===== src/rtl/div_mul_s2p_core.sv =====
// div_mul_s2p_core: restoring divider, serial-to-parallel converter and registered multiplier
module div_mul_s2p_core #(
    parameter int DW = 26,
    parameter int VW = 14,
    parameter int MW = 13,
    parameter int SW = 10
) (
    input  logic              clk,
    input  logic              rst,
    input  logic              div_en,
    input  logic [DW-1:0]     dividend,
    input  logic [VW-1:0]     divisor,
    output logic [DW-1:0]     quotient,
    output logic              divider_ok,
    input  logic              s2p_en,
    input  logic              dext,
    output logic [SW-1:0]     dout,
    output logic              dout_valid,
    input  logic              mul_en,
    input  logic [DW-1:0]     multi1,
    input  logic [MW-1:0]     multi2,
    output logic [DW+MW-1:0]  product
);
    typedef enum logic {IDLE, BUSY} state_t;
    state_t        state;
    logic [4:0]    cnt;
    logic [DW-1:0] dq;
    logic [VW-1:0] dvs;
    logic [VW-1:0] rem;
    logic [VW:0]   rem_sh;
    logic [VW-1:0] rem_nx;
    logic          q_bit;
    logic [SW-1:0] sr;
    logic [3:0]    bcnt;
    // dq holds the not-yet-consumed dividend bits and collects quotient bits from the right;
    // the remainder always stays below the divisor, so it fits VW bits between steps
    assign rem_sh = {rem, dq[DW-1]};
    assign q_bit  = rem_sh >= {1'b0, dvs};
    assign rem_nx = q_bit ? VW'(rem_sh - {1'b0, dvs}) : rem_sh[VW-1:0];
    // divider FSM: capture in IDLE, one restoring step per cycle in BUSY, abort when div_en drops
    always_ff @(posedge clk) begin
        if (rst) begin
            state      <= IDLE;
            cnt        <= '0;
            dq         <= '0;
            dvs        <= '0;
            rem        <= '0;
            quotient   <= '0;
            divider_ok <= 1'b0;
        end else begin
            divider_ok <= 1'b0;
            if (state == IDLE) begin
                if (div_en) begin
                    dq    <= dividend;
                    dvs   <= divisor;
                    rem   <= '0;
                    cnt   <= '0;
                    state <= BUSY;
                end
            end else if (!div_en) begin
                state <= IDLE;
            end else begin
                rem <= rem_nx;
                dq  <= {dq[DW-2:0], q_bit};
                cnt <= cnt + 5'd1;
                if (cnt == 5'(DW-1)) begin
                    quotient   <= {dq[DW-2:0], q_bit};
                    divider_ok <= 1'b1;
                    state      <= IDLE;
                end
            end
        end
    end
    // serial-to-parallel: MSB-first framing, realigned whenever s2p_en drops
    always_ff @(posedge clk) begin
        if (rst) begin
            sr         <= '0;
            bcnt       <= '0;
            dout       <= '0;
            dout_valid <= 1'b0;
        end else begin
            dout_valid <= 1'b0;
            if (s2p_en) begin
                sr   <= {sr[SW-2:0], dext};
                bcnt <= (bcnt == 4'(SW-1)) ? 4'd0 : bcnt + 4'd1;
                if (bcnt == 4'(SW-1)) begin
                    dout       <= {sr[SW-2:0], dext};
                    dout_valid <= 1'b1;
                end
            end else begin
                bcnt <= '0;
            end
        end
    end
    // full-width registered product, held while mul_en is low
    always_ff @(posedge clk) begin
        if (rst) product <= '0;
        else if (mul_en) product <= (DW+MW)'(multi1) * (DW+MW)'(multi2);
    end
endmodule


===== config.mk =====
export PLATFORM = sky130hd
export DESIGN_NAME = div_mul_s2p_core
export DESIGN_NICKNAME = d
export VERILOG_FILES = /design/src/rtl/div_mul_s2p_core.sv
export SDC_FILE = /design/constraint.sdc
export NUM_CORES = 1
export LEC_CHECK = 0
export BUFFER_PORTS_ARGS = -buffer_cell sky130_fd_sc_hd__buf_2
export CORE_MARGIN = 4
export CORE_UTILIZATION = 40
export DETAILED_ROUTE_END_ITERATION = 10
export GPL_TIMING_DRIVEN = 0
export PLACE_DENSITY = 0.64
export SETUP_SLACK_MARGIN = 0.2
export SYNTH_ARGS = -nofsm -noshare
export SYNTH_HDL_FRONTEND = slang
export SYNTH_SLANG_ARGS = --single-unit

===== constraint.sdc =====
create_clock -name clk -period 6.6 [get_ports clk]
set_input_delay 0.66 -clock clk [delete_from_list [all_inputs] [get_ports clk]]
set_output_delay 0.66 -clock clk [all_outputs]
set_load 0.02 [all_outputs]

==> key figures <==
GRT
  – GR Util All Layers: 21.6%
  – Vias in the first global route: 14700
  – Initial antenna violation count: 1
  – Global route total overflow: 0
  – Largest net degree at the start of global routing: 17
  – First-pass GRT wire length: 80000 µm

Detailed routing
  – Vias: 13800
  – Drt initial violations: 722
  – Routed wire length: 48900 µm
  – Vias per inst: 5.07
  – Avg WL per Cell: 17.9 µm
  – Routed Antenna Nets: 0
  – 1st-pass router iterations: 5
  – DRC Markers: 0

Clocking
  – CTS clk-pin slew, worst paths: 0.06 ns
  – Num Clock Sinks: 150
  – CTS max path bufs: 2
  – Root buffer cell: clkbuf_16
  – Post-CTS Hold Buffers: 0
  – CTS Buf Count: 17
  – CTS HTree Levels: 4
  – Later-pin clock latency in the skew report: 0.42 ns
  – CTS tree: yes

Timing
  – Slew headroom: 44.2%
  – Final Slew Violations: 0
  – RSZ-0062 raised after global routing: no
  – Crit share post-route: 93.5%
  – Maximum clock rate: 162 MHz
  – Final hold violations: 0
  – Period minus WS final: 6.17 ns
  – Tightest Pin Transition: 0.838 ns
  – Final setup vio count: 0
  – Clock Skew: 0.00799 ns

Placed design
  – DP HPWL: 40700 µm
  – Dpl cell area: 18500 µm²
  – Port buffer count: 157
  – Final GP Congestion: 0.931

Cells and area
  – Fillers: 4162
  – Register area: 3000 µm²
  – Finished Cell Area: 19200 µm²
  – Final Util: 45.6%
  – Area Overhead vs Synth: 12.2%
  – Fraction of layout cells with a size suffix above 1: 11.7%
  – Final #Nets: 2630
  – Multi-input gate area: 12300 µm²

Synth
  – Flop and latch count out of synthesis: 150
  – Ys async rst share: 0%
  – Adder-Cell Fraction of Synth Area: 38.6%
  – Share of the synthesized area in the top cell type: 31.1%
  – Post-synthesis compound-gate area fraction: 9.57%
  – Post-synthesis xor/xnor area fraction: 2.05%
  – Multiplexer share of the synthesized area: 4.08%
  – Post-synth cell types: 72
  – Main combinational cell family by area after synthesis: adder cells
  – Primary FF master, synth: dfxtp_1
  – Top cells by area, synth: fa_1 (31%), dfxtp_1 (18%), nand2_1 (8.1%)
  – Synth Net Count: 2453
  – Post-synth EDFFs: 0
  – Sequential area share after synthesis: 17.6%
  – Simple-Gate Fraction of Synth Area: 18.1%
  – Avg Inst Size Synth: 8.53 µm²
  – Mapped Cells: 2001
  – Yosys top cell by area: fa_1
  – Yosys warns: 0
  – Cell area after synthesis: 17100 µm²

Die
  – Top-Level Pins: 162
  – Core Area: 42000 µm²
  – Chip Width: 215 µm
  – Die ar.: 46000 µm²
  – Initial core utilization: 40.6%
  – Chip height: 215 µm
  – Row Count: 75

Critical path
  – Reg-to-reg endpoint: rem[12]$_SDFFE_PP0P_
  – CP Launch Type: primary input
  – Reg2Reg Depth: 12
  – Beginning of the critical path: multi1[5]
  – Crit path arrival time: 6.47 ns
  – Worst Path Required: 6.90 ns
  – CP Max Fanout: 10
  – R2r setup slk: 3.85 ns
  – Crit. End Element: flop
  – Worst Setup EP: product[26]$_SDFFE_PP0P_
  – Reg2reg start: dvs[12]$_SDFFE_PP0P_
  – Crit Path Class: primary input to flop

Power and ir drop
  – Leakage power: 9.34 nW
  – PD cells: 507 nW/µm²
  – Worst ir drop on vdd: 380 µV

Run
  – MaxCap Viol Count: 0

Min path
  – Worst hold path type: flop to flop

Outcome
  – Status: finished, final reports clean
## power breakdown
part / internal [mW] / switching, mW
Sequential: 1.01 / 0.0549
Combinational: 3.15 / 4.58
Clock: 0.531 / 0.385
Total: 4.70 / 5.02
## metal layers
layer  share of wire (%)  track usage (%)
met2                  46             35.5
met5               0.027                0
met4                 2.2             5.42
met1                  43             28.3
met3                 8.2             5.87
## cells by family after synthesis
group	after synthesis
and+or+nand+nor	683
AOI/OAI and AO/OA	250
DFF	150
adders and majority gates	367
buffers and inverters	442
xor gates and xnor gates	40
muxes	69
## area by class of cell
class | count | area share [%]
inverters | 334 | 6.55
well taps | 539 | 3.52
repair buffers | 158 | 4.15
multi-input cells | 1409 | 64.4
clock buffers | 22 | 2.58
plain buffers | 108 | 2.71
diodes | 1 | 0.0131
flip-flops and latches | 150 | 15.7
clock inverters | 9 | 0.353
## cell usage in the layout (no fill, tap or decap), types with 4 or more instances in the layout
cell type,synthesis,routed
nand2_1,366,366
inv_1,333,333
fa_1,265,265
buf_2,1,160
dfxtp_1,150,150
and2_1,133,133
nor2_1,107,107
ha_1,102,102
a21oi_1,94,94
mux2i_1,65,65
clkbuf_1,89,54
a211oi_1,32,32
clkbuf_2,1,30
o21ai_0,29,29
xnor2_1,25,25
a21o_1,20,20
nor3_1,17,17
clkbuf_16,0,17
xor2_1,15,15
o21ai_1,14,14
nand4_1,12,12
nand3_1,11,11
buf_1,9,9
clkbuf_8,3,8
o21bai_1,8,8
nor2b_1,8,8
o211ai_1,6,6
and3_1,6,6
o21a_1,5,5
buf_4,3,4
a31oi_1,4,4
o31ai_1,4,4
nand2b_1,4,4
## sequential cells by signal (all words and copies together) (netlist names), 4 cells and up
signal and flops:
bcnt 4, cnt 5, dout 10, dq 26
dvs 14, product 39, quotient 26, rem 14
sr 9
## how the worst min path moves through the flow
stage,from,to,slack (ns),cells after the start
finish,quotient[18]$_SDFFE_PP0P_,quotient[18]$_SDFFE_PP0P_,0.45,2
global route,dvs[2]$_SDFFE_PP0P_,dvs[2]$_SDFFE_PP0P_,0.47,2
CTS,dvs[2]$_SDFFE_PP0P_,dvs[2]$_SDFFE_PP0P_,0.46,2
detailed placement,quotient[25]$_SDFFE_PP0P_,quotient[25]$_SDFFE_PP0P_,0.45,2
global placement,product[35]$_SDFFE_PP0P_,product[35]$_SDFFE_PP0P_,0.44,2
floorplan,sr[8]$_SDFFE_PP0P_,dout[9]$_SDFFE_PP0P_,0.43,2
## through the flow
stage	std cells	hold slack [ns]	setup WS [ns]	TNS, ns	power (mW)
after floorplan	2001	0.431	0.510	0	6.86
after global placement	2697	0.441	-0.502	-2.92	8.65
after detailed placement	2697	0.447	-0.449	-3.06	8.66
after CTS	2728	0.457	0.204	0	9.67
after global routing	2729	0.468	0.210	0	10.7
final	2730	0.453	0.432	0	9.71
## critical path: stages
cell and delay, ns:
buf_2 0.13, clkbuf_1 0.27, and2_1 0.27, fa_1 0.49, inv_1 0.05, fa_1 0.49
inv_1 0.07, fa_1 0.52, inv_1 0.06, fa_1 0.48, fa_1 0.50, inv_1 0.05
ha_1 0.31, o21ai_0 0.11, nor2_2 0.18, o21ai_2 0.14, o21a_4 0.26, a2111oi_4 0.36
nor3_2 0.11, o32ai_2 0.29, mux2_1 0.35, a311o_1 0.31
## synthesized netlist by cell type (4+ instances only)
cell type	instances
a211oi_1	32
a21o_1	20
a21oi_1	94
a31oi_1	4
and2_1	133
and3_1	6
buf_1	9
clkbuf_1	89
dfxtp_1	150
fa_1	265
ha_1	102
inv_1	333
mux2i_1	65
nand2_1	366
nand2b_1	4
nand3_1	11
nand4_1	12
nor2_1	107
nor2b_1	8
nor3_1	17
o211ai_1	6
o21a_1	5
o21ai_0	29
o21ai_1	14
o21bai_1	8
o31ai_1	4
xnor2_1	25
xor2_1	15
## what timing repair did
item | CTS | global route
resized for setup | 10 | 62
setup buffers | 0 | 1
endpoints found under the setup margin | 8 | 9
pin swaps | 0 | 2
Note: power is estimated with default switching activity, not from simulation.
